File: config.mk
export PLATFORM = sky130hd
export DESIGN_NAME = uart_tx_flat
export DESIGN_NICKNAME = d
export VERILOG_FILES = /design/src/rtl/uart_pkg.sv /design/src/rtl/uart_tx_if.sv /design/src/rtl/uart_tx_fifo.sv /design/src/rtl/uart_tx.sv /design/src/flat_wrapper.sv
export SDC_FILE = /design/constraint.sdc
export NUM_CORES = 1
export LEC_CHECK = 0
export CORE_AREA = 2 2 78 80
export DETAILED_ROUTE_END_ITERATION = 10
export DIE_AREA = 0 0 80 82
export PLACE_DENSITY = 0.71
export SLEW_MARGIN = 20
export SYNTH_ARGS = -nofsm -noshare
export SYNTH_HDL_FRONTEND = slang
export SYNTH_HIERARCHICAL = 1
export SYNTH_SLANG_ARGS = --single-unit
File: constraint.sdc
create_clock -name rxclk -period 2.9 [get_ports rxclk]
set_input_delay 0.58 -clock rxclk [delete_from_list [all_inputs] [get_ports rxclk]]
set_output_delay 0.58 -clock rxclk [all_outputs]
set_load 0.01 [all_outputs]
File: src/rtl/uart_pkg.sv
// Shared UART definitions: frame constants and the transmitter/receiver
// FSM state encoding. Imported by uart_tx, its FIFO, its interface and uart_rx.
package uart_pkg;

  // Payload bits per frame; data is sent LSB first.
  localparam int DATA_BITS = 8;

  // Line levels for the framing bits; the line idles at STOP_BIT.
  localparam logic START_BIT = 1'b0;
  localparam logic STOP_BIT  = 1'b1;

  // Frame sequencer states, shared by transmitter and receiver.
  typedef enum logic [1:0] {
    IDLE  = 2'd0,
    START = 2'd1,
    DATA  = 2'd2,
    STOP  = 2'd3
  } uart_state_e;

endpackage : uart_pkg

File: src/rtl/uart_tx_if.sv
// Byte-stream side of the UART transmitter: valid/ready push port, enable,
// serial line and status. FIFO_DEPTH must match the transmitter instance so
// that fifo_count has the same width on both sides.
interface uart_tx_if
  import uart_pkg::*;
#(
  parameter int FIFO_DEPTH = 4
);

  localparam int COUNT_W = $clog2(FIFO_DEPTH) + 1;

  logic [DATA_BITS-1:0] tx_data;
  logic                 tx_valid;
  logic                 tx_ready;
  logic                 tx_enable;
  logic                 tx_out;
  logic                 tx_busy;
  logic [COUNT_W-1:0]   fifo_count;

  // Producer of bytes and owner of the enable.
  modport master (
    output tx_data,
    output tx_valid,
    output tx_enable,
    input  tx_ready,
    input  tx_out,
    input  tx_busy,
    input  fifo_count
  );

  // The transmitter itself.
  modport slave (
    input  tx_data,
    input  tx_valid,
    input  tx_enable,
    output tx_ready,
    output tx_out,
    output tx_busy,
    output fifo_count
  );

endinterface : uart_tx_if

File: src/rtl/uart_tx_fifo.sv
// Synchronous transmit FIFO. Show-ahead read: rd_data always presents the
// head entry, and pop retires it on the clock edge. count, full and empty are
// all registered so nothing downstream sees a combinational path from push.
module uart_tx_fifo
  import uart_pkg::*;
#(
  parameter int DEPTH = 4
) (
  input  logic                       rxclk,
  input  logic                       reset,
  input  logic                       push,
  input  logic [DATA_BITS-1:0]       wr_data,
  input  logic                       pop,
  output logic [DATA_BITS-1:0]       rd_data,
  output logic [$clog2(DEPTH):0]     count,
  output logic                       full,
  output logic                       empty
);

  localparam int AW = $clog2(DEPTH);
  localparam logic [AW:0] COUNT_FULL = (AW + 1)'(DEPTH);

  logic [DATA_BITS-1:0] mem [DEPTH];
  logic [AW-1:0]        wr_ptr;
  logic [AW-1:0]        rd_ptr;
  logic [AW:0]          count_next;
  logic                 do_push;
  logic                 do_pop;

  // Guard both ports so a stray request can never over- or under-run.
  assign do_push = push && !full;
  assign do_pop  = pop && !empty;

  // Occupancy after this edge: push and pop together cancel out.
  always_comb begin
    // NOTE: every output of a combinational block gets a default first, so no path leaves it holding its old value (which would infer a latch).
    count_next = count;
    unique case ({do_push, do_pop})
      2'b10:   count_next = count + 1'b1;
      2'b01:   count_next = count - 1'b1;
      default: count_next = count;
    endcase
  end

  // Pointers wrap naturally at DEPTH (power of two); flags track count_next.
  always_ff @(posedge rxclk or posedge reset) begin
    // NOTE: sequential state uses non-blocking assignments so every register samples pre-edge values, independent of statement order.
    if (reset) begin
      wr_ptr <= '0;
      rd_ptr <= '0;
      count  <= '0;
      full   <= 1'b0;
      empty  <= 1'b1;
    end else begin
      if (do_push) wr_ptr <= wr_ptr + 1'b1;
      if (do_pop)  rd_ptr <= rd_ptr + 1'b1;
      count <= count_next;
      full  <= (count_next == COUNT_FULL);
      empty <= (count_next == '0);
    end
  end

  // Storage array, written on accepted pushes only.
  always_ff @(posedge rxclk) begin
    // NOTE: the data array is deliberately not reset; pointers and count define which entries are valid, and a reset-free array maps onto plain RAM.
    if (do_push) mem[wr_ptr] <= wr_data;
  end

  assign rd_data = mem[rd_ptr];

endmodule : uart_tx_fifo

File: src/rtl/uart_tx.sv
// UART transmitter: byte FIFO feeding a start/data/stop frame sequencer.
// Each line bit lasts OVERSAMPLE rxclk cycles; STOP lasts OVERSAMPLE*STOP_BITS.
// tx_out comes straight from a flop, so the line never glitches.
module uart_tx
  import uart_pkg::*;
#(
  parameter int OVERSAMPLE = 16,  // rxclk cycles per bit, power of two, 4..16
  parameter int FIFO_DEPTH = 4,   // FIFO entries, power of two, 2..16
  parameter int STOP_BITS  = 1    // 1 or 2
) (
  input  logic       rxclk,
  input  logic       reset,
  uart_tx_if.slave   bus
);

  localparam int COUNT_W     = $clog2(FIFO_DEPTH) + 1;
  localparam int STOP_CYCLES = OVERSAMPLE * STOP_BITS;
  localparam int OS_W        = $clog2(STOP_CYCLES);

  // Last cycle of a start/data bit, and of the whole stop period.
  localparam logic [OS_W-1:0] BIT_LAST  = OS_W'(OVERSAMPLE - 1);
  localparam logic [OS_W-1:0] STOP_LAST = OS_W'(STOP_CYCLES - 1);
  localparam logic [2:0]      IDX_LAST  = 3'(DATA_BITS - 1);

  // FIFO connections.
  logic [DATA_BITS-1:0] fifo_rd_data;
  logic [COUNT_W-1:0]   fifo_count;
  logic                 fifo_full;
  logic                 fifo_empty;
  logic                 fifo_push;
  logic                 fifo_pop;

  // Sequencer state and datapath, current and next.
  uart_state_e          state,     state_next;
  logic [OS_W-1:0]      os_cnt,    os_next;
  logic [2:0]           bit_cnt,   bit_next;
  logic [DATA_BITS-1:0] shift_reg, shift_next;
  logic                 tx_q,      tx_next;
  logic                 busy_q;
  logic                 can_start;
  logic                 start_frame;

  // A byte is taken only while the registered ready is high.
  assign fifo_push = bus.tx_valid && !fifo_full;

  // A new frame may begin only with data waiting and the enable set.
  assign can_start = !fifo_empty && bus.tx_enable;

  uart_tx_fifo #(
    .DEPTH (FIFO_DEPTH)
  ) u_fifo (
    .rxclk   (rxclk),
    .reset   (reset),
    .push    (fifo_push),
    .wr_data (bus.tx_data),
    .pop     (fifo_pop),
    .rd_data (fifo_rd_data),
    .count   (fifo_count),
    .full    (fifo_full),
    .empty   (fifo_empty)
  );

  // Next-state and datapath decode for the frame sequencer.
  always_comb begin
    state_next  = state;
    os_next     = os_cnt;
    bit_next    = bit_cnt;
    shift_next  = shift_reg;
    tx_next     = tx_q;
    fifo_pop    = 1'b0;
    start_frame = 1'b0;

    unique case (state)
      IDLE: begin
        tx_next = STOP_BIT;
        if (can_start) start_frame = 1'b1;
      end

      START: begin
        if (os_cnt == BIT_LAST) begin
          state_next = DATA;
          os_next    = '0;
          tx_next    = shift_reg[0];
        end else begin
          os_next = os_cnt + 1'b1;
        end
      end

      DATA: begin
        if (os_cnt == BIT_LAST) begin
          os_next = '0;
          if (bit_cnt == IDX_LAST) begin
            state_next = STOP;
            tx_next    = STOP_BIT;
          end else begin
            // Shift the next payload bit into position 0 and drive it.
            bit_next   = bit_cnt + 1'b1;
            shift_next = {1'b0, shift_reg[DATA_BITS-1:1]};
            tx_next    = shift_reg[1];
          end
        end else begin
          os_next = os_cnt + 1'b1;
        end
      end

      STOP: begin
        if (os_cnt == STOP_LAST) begin
          if (can_start) begin
            // Chain straight into the next frame with no idle gap.
            start_frame = 1'b1;
          end else begin
            state_next = IDLE;
            os_next    = '0;
            tx_next    = STOP_BIT;
          end
        end else begin
          os_next = os_cnt + 1'b1;
        end
      end

      default: begin
        state_next = IDLE;
        tx_next    = STOP_BIT;
      end
    endcase

    // Load the FIFO head and drive the start bit from this edge.
    if (start_frame) begin
      fifo_pop   = 1'b1;
      shift_next = fifo_rd_data;
      tx_next    = START_BIT;
      os_next    = '0;
      bit_next   = '0;
      state_next = START;
    end
  end

  // Sequencer registers; reset aborts any frame and parks the line high.
  always_ff @(posedge rxclk or posedge reset) begin
    if (reset) begin
      state     <= IDLE;
      os_cnt    <= '0;
      bit_cnt   <= '0;
      shift_reg <= '0;
      tx_q      <= STOP_BIT;
      busy_q    <= 1'b0;
    end else begin
      state     <= state_next;
      os_cnt    <= os_next;
      bit_cnt   <= bit_next;
      shift_reg <= shift_next;
      tx_q      <= tx_next;
      busy_q    <= (state_next != IDLE);
    end
  end

  assign bus.tx_out     = tx_q;
  assign bus.tx_busy    = busy_q;
  assign bus.tx_ready   = !fifo_full;
  assign bus.fifo_count = fifo_count;

endmodule : uart_tx

File: src/flat_wrapper.sv
// flat-port wrapper written by rule: the top's interface ports become plain ports
module uart_tx_flat import uart_pkg::*;
#(
  parameter int OVERSAMPLE = 16,                                              
  parameter int FIFO_DEPTH = 4,                                       
  parameter int STOP_BITS  = 1             
)
  (rxclk, reset, bus_tx_data, bus_tx_valid, bus_tx_enable, bus_tx_ready, bus_tx_out, bus_tx_busy, bus_fifo_count);
  uart_tx_if #(.FIFO_DEPTH(FIFO_DEPTH)) bus_i ();
  input  logic rxclk;
  input  logic reset;
  input wire logic [$bits(bus_i.tx_data)-1:0] bus_tx_data;
  input wire logic [$bits(bus_i.tx_valid)-1:0] bus_tx_valid;
  input wire logic [$bits(bus_i.tx_enable)-1:0] bus_tx_enable;
  output wire logic [$bits(bus_i.tx_ready)-1:0] bus_tx_ready;
  output wire logic [$bits(bus_i.tx_out)-1:0] bus_tx_out;
  output wire logic [$bits(bus_i.tx_busy)-1:0] bus_tx_busy;
  output wire logic [$bits(bus_i.fifo_count)-1:0] bus_fifo_count;
  assign bus_i.tx_data = bus_tx_data;
  assign bus_i.tx_valid = bus_tx_valid;
  assign bus_i.tx_enable = bus_tx_enable;
  assign bus_tx_ready = bus_i.tx_ready;
  assign bus_tx_out = bus_i.tx_out;
  assign bus_tx_busy = bus_i.tx_busy;
  assign bus_fifo_count = bus_i.fifo_count;
  uart_tx #(.OVERSAMPLE(OVERSAMPLE), .FIFO_DEPTH(FIFO_DEPTH), .STOP_BITS(STOP_BITS)) u_core (.rxclk(rxclk), .reset(reset), .bus(bus_i));
endmodule
# Word-level counts from Yosys, hierarchy flattened
# Memory sizes are Yosys's and may differ from the RTL's.
# Index checks and enable logic that the tools add are counted.
classes:
  div_mod_pow: 0
  mul: 0
  eq_ne: 14
  magnitude_cmp: 0
  muxes: 34
  n_reduce_logical: 16
  shifts: 0
  bitwise_logic: 0
  add_sub_neg: 6
ops:
  columns: ["cell", "n"]
  rows:
  - ["two-way mux 8 bit", 4]
  - ["two-way mux 4 bit", 4]
  - ["two-way mux 2 bit", 6]
  - ["two-way mux 3 bit", 4]
  - ["two-way mux 1 bit", 11]
  - ["!= test 3 x 1 -> 1 bit (second input constant)", 3]
  - ["case mux 4 bit (2 select lines)", 1]
  - ["adder 3 x 1 -> 3 bit (second input constant)", 2]
  - ["== test 2 bit (second input constant)", 3]
  - ["== test 3 bit (second input constant)", 2]
  - ["case mux 2 bit (3 select lines)", 1]
  - ["case mux 3 bit (2 select lines)", 1]
  - ["nonzero test 2 bit", 3]
  - ["adder 2 x 1 -> 2 bit (second input constant)", 2]
  - ["adder 4 x 1 -> 4 bit (second input constant)", 1]
  - ["== test 2 x 1 -> 1 bit (second input constant)", 2]
  - ["== test 4 bit (second input constant)", 1]
  - ["logical AND 1 bit", 4]
  - ["!= test 4 bit (second input constant)", 1]
  - ["case mux 1 bit (4 select lines)", 1]
  - ["AND reduction 4 bit", 1]
  - ["zero test 3 bit", 1]
  - ["!= test 3 bit (second input constant)", 1]
  - ["AND reduction 3 bit", 1]
  - ["8 further kinds", 9]
totals:
  ram_bits: 32
  latchBits: 0
  word_cells: 82
  ff_bits: 28
  out_inout_bits: 6
  mem_bits_ro: 0
  mem_count: 1
mem_list:
  columns: ["memory", "depth", "width", "rd", "rd_ports_with_merged_regs", "write_ports", "line", "text"]
  rows:
  - ["u_core.u_fifo.mem", 4, 8, 1, 0, 1, "uart_tx_fifo.sv:23", "logic [DATA_BITS-1:0] mem [DEPTH];"]

# Depth between registers and ports, before layout
logic_depth:
  ltp_word: 10
  mapped_depth: 11
  depth_no_buf: 10

# Cells and area by module
# Netlist, hierarchy kept.
modules_own_cells:
  columns: ["mod", "area_per_inst_um2", "cells_per_inst", "instances"]
  rows:
  - ["uart_tx_fifo", 1670.4, 88, 1]
  - ["uart_tx", 1103.6, 110, 1]

# Worst setup path before layout
# OpenSTA, ideal clock, no wires.
synth_timing:
  path_type: "register to register"
  start: "reg u_core.state[0]"
  end: "reg u_core.u_fifo.count[2]"
  n_path_buf: 1
  setup_slack_ns: 0.214
  arrival_ns: 2.562
  required_ns: 2.776
  stages_incl_launch_ff: 11
  path_cell_list: "dfrtp_1 -> ha_1 -> a41oi_1 -> nor3_4 -> buf_2 -> nor2b_1 -> ha_1 -> fa_1 -> xnor2_2 -> o21a_1 -> or2_1"
synth_via:
  elab_chain_len: 6
  elab_cells_between_ends: 8
synth_lines:
  columns: ["item", "line", "text"]
  rows:
  - ["from (decl)", "uart_tx.sv:34", "uart_state_e state, state_next;"]
  - ["from (signal assigned)", "uart_tx.sv:148", "state <= state_next;"]
  - ["== test 2 bit / zero test 2 bit (equally long branches)", "uart_tx.sv:73", "unique case (state)"]
  - ["case mux 1 bit (2 select lines) (*)", "uart_tx.sv:73", null]
  - ["two-way mux 1 bit (*)", "uart_tx.sv:128", "if (start_frame) begin"]
  - ["via u_core.fifo_pop", "uart_tx.sv:31", "logic fifo_pop;"]
  - ["logical AND 1 bit (*)", "uart_tx_fifo.sv:32", "assign do_pop = pop && !empty;"]
  - ["== test 2 x 1 -> 1 bit / == test 2 bit (equally long branches)", "uart_tx_fifo.sv:38", "unique case ({do_push, do_pop})"]
  - ["case mux 3 bit (2 select lines) (*)", "uart_tx_fifo.sv:38", null]
  - ["via u_core.u_fifo.count_next[2]", "uart_tx_fifo.sv:26", "logic [AW:0] count_next;"]
  - ["to (signal assigned)", "uart_tx_fifo.sv:57", "count <= count_next;"]
  - ["to (decl)", "uart_tx_fifo.sv:15", "output logic [$clog2(DEPTH):0] count,"]
# The timed path passes the listed nets; every way through them passes the cells marked *.
# A chain may end at the register's enable or synchronous reset.

# Final worst setup path
layout_timing:
  start: "reg u_core.state[0]"
  end: "reg u_core.u_fifo.count[2]"
layout_via:
  elab_chain_len: 6
  elab_cells_between_ends: 8
layout_lines:
  columns: ["item", "line"]
  rows:
  - ["== test 2 bit / zero test 2 bit (equally long branches)", "uart_tx.sv:73"]
  - ["case mux 1 bit (2 select lines) (*)", "uart_tx.sv:73"]
  - ["two-way mux 1 bit (*)", "uart_tx.sv:128"]
  - ["logical AND 1 bit (*)", "uart_tx_fifo.sv:32"]
  - ["== test 2 x 1 -> 1 bit / == test 2 bit (equally long branches)", "uart_tx_fifo.sv:38"]
  - ["case mux 3 bit (2 select lines) (*)", "uart_tx_fifo.sv:38"]
  - ["via u_core.u_fifo.count_next[2]", "uart_tx_fifo.sv:26"]
# Marks and branches as above.

==> out/metrics.yaml <==
ctsHoldBuffers: 0
core_um2: 5750
cp_max_fo: 6
setup_viol: 0
antenna_found_initial: 0
fillers: 480
die_x_um: 80
crit_path_end_kind: "flop"
nNetsFinal: 249
grt_pass1_wl_mm: 7.31
final_cell_mix: "edfxtp_1 (32), dfrtp_1 (26), clkdlybuf4s50_1 (17)"
maxCapViolCount: 0
r2r_cells: 10
ys_ff_latch: 60
cp-startpoint: "u_core/state[0]$_DFF_PP0_"
clock_latency_ns: 0.33
status: "complete, no violations"
vias: 1579
synth_edf_count: 32
ys_warn_count: 6
pre_cts_slack_ns: 0.0990
dieArea_um2: 6560
grt_use_total: 0.153
syn_inst: 198
cts_htree_levels: 3
synth_ff_type: "edfxtp_1"
tightest_slew_ns: 0.720
cts_root_buffer: "clkbuf_8"
cp-endpoint: "u_core/u_fifo/count[2]$_DFF_PP0_"
syn_nets: 223
worst-setup-path-type: "reg2reg"
ctsLongestPathBuffers: 2
syn_area_um2: 2770
post_cts_resized: 0
critPathArrivalTime_ns: 2.89
cp.required_ns: 3.12
avgSynthCellArea_um2: 14.0
final_common_cell: "edfxtp_1"
finalSetupTns_ns: 0
drtPass1Iterations: 4
viasPerCell: 5.19
cts_tree: "built"
yosysSeqAreaShare: 0.600
slew_headroom: 0.519
largest_reg_flops: 32
r2r_setup_slack_ns: 0.23
max_freq_ghz: 0.374
clkSinkCount: 60
slew_violations: 0
clock_skew_ns: 0.00642
row_count: 28
ir_worst_vdd_mv: 0.507
clk_pin_slew_ns: 0.07
post_cts_buffers: 0
grt_max_degree: 25
post_drt_wl_per_cell_um: 14.3
num_io_pins: 18
start_kind: "flop"
drt-initial-drc-count: 97
r2r-end: "u_core/u_fifo/count[2]$_DFF_PP0_"
finalHoldViolCount: 0
wirelength_mm: 4.34
routabilityCongestion: 0.828
grt_pass1_vias: 1516
hold_path_class: "in2async"
async_reset_ff_frac: 0.467
numCtsBuffers: 9
layout_min_cycle_time_ns: 2.67
p_leak_nw: 1.28
syn_to_final_growth_pct: 17.9
die_y_um: 82
antenna_left: 0
drc_errors: 0
n_antenna_cell: 0
crit-reg2reg-launch: "u_core/state[0]$_DFF_PP0_"
start_util: 0.483
drive_gt1_frac: 0.175
worst_slack_ns: 0.230
grt_overflow: 0
hpwlAfterDp_mm: 2.97
p_per_area_nw_per_um2: 999
yosys.cell_types.count: 48
rsz0062_at_grt: "false"
finalCritPeriodShare: 0.921
port_buffers: 17
## Yosys cell counts, drive strengths merged (3+ instances only)
| cell type | number | area (um2) |
|---|---|---|
| mux2i | 9 | 90.1 |
| inv | 9 | 33.8 |
| ha | 12 | 150 |
| nor2b | 3 | 18.8 |
| o21ai | 15 | 75.1 |
| and2 | 4 | 25.0 |
| buf | 5 | 37.5 |
| mux2 | 3 | 33.8 |
| mux4 | 8 | 180 |
| dfrtp | 26 | 651 |
| xnor2 | 6 | 60.1 |
| nor2 | 11 | 41.3 |
| edfxtp | 32 | 961 |
| nand2 | 14 | 52.6 |
| nor3 | 4 | 31.3 |
| nand2b | 3 | 18.8 |
## cells by family (layout without fill, tap and decap cells)
logic type	count (synthesis)	after routing	share of synthesized area
simple gates	51	51	0.104
buf+inv	16	47	0.0289
xor+xnor	7	7	0.0248
compound gates	31	31	0.0717
flops	60	60	0.600
fa+ha+maj	13	13	0.0613
mux	20	20	0.110
## power breakdown
group	leakage, nW	total (mW)	internal, mW	switching, mW
Clock	0.120	0.895	0.572	0.323
Combinational	0.523	0.993	0.538	0.454
Sequential	0.637	1.38	1.16	0.215
## critical path, stage by stage, from the launching register on
cell,delay [ns]
dfrtp_1,0.44
inv_1,0.10
ha_1,0.28
a41oi_1,0.28
nor3_4,0.05
nor2b_1,0.16
ha_1,0.23
fa_1,0.43
xnor2_2,0.18
o21a_1,0.19
or2_1,0.22
## layer usage
metal,vias up,share of wire,global-route usage,wire (um)
met5,-,0,0,0
met4,0,0.014,0.0712,61
met3,5,0.046,0.0571,199
met2,31,0.47,0.233,2030
met1,769,0.47,0.196,2050
li1,774,-,-,-
## how the worst min path moves through the flow
stage                                             start                             endpoint  slack (ns)  depth (start not counted)
after global placement    u_core/bit_cnt[1]$_DFFE_PP0P_        u_core/bit_cnt[1]$_DFFE_PP0P_        0.51                          2
after floorplan                                   reset     u_core/u_fifo/count[0]$_DFF_PP0_        0.41                          1
after detailed placement   u_core/os_cnt[1]$_DFFE_PP0P_         u_core/os_cnt[1]$_DFFE_PP0P_        0.53                          1
final                                             reset  u_core/u_fifo/rd_ptr[0]$_DFFE_PP0N_        0.54                          2
after global routing                              reset     u_core/u_fifo/count[2]$_DFF_PP0_        0.56                          2
after CTS                                         reset         u_core/u_fifo/full$_DFF_PP0_        0.54                          2
## metrics by stage
step | std cells | total power, mW | cell area [um2] | utilization | hold WS, ns
floorplan | 198 | 2.13 | 2770 | - | 0.407
global placement | 288 | 2.38 | 3030 | 0.527 | 0.505
detailed placement | 288 | 2.41 | 3030 | 0.527 | 0.527
CTS | 304 | 3.31 | 3270 | 0.569 | 0.544
global route | 304 | 3.49 | 3270 | 0.569 | 0.559
finish | 304 | 3.27 | 3270 | 0.569 | 0.537
## cell type report
class                      count  area [um2]  share of cell area
inverter                       9        33.8              0.0103
clock buffer                  10         128              0.0390
multi-input combinational    122        1030               0.315
timing repair buffer          22         208              0.0635
tap                           75        93.8              0.0287
sequential                    60        1660               0.509
clock inverter                 6         113              0.0344
(Power assumes the default switching activity.)
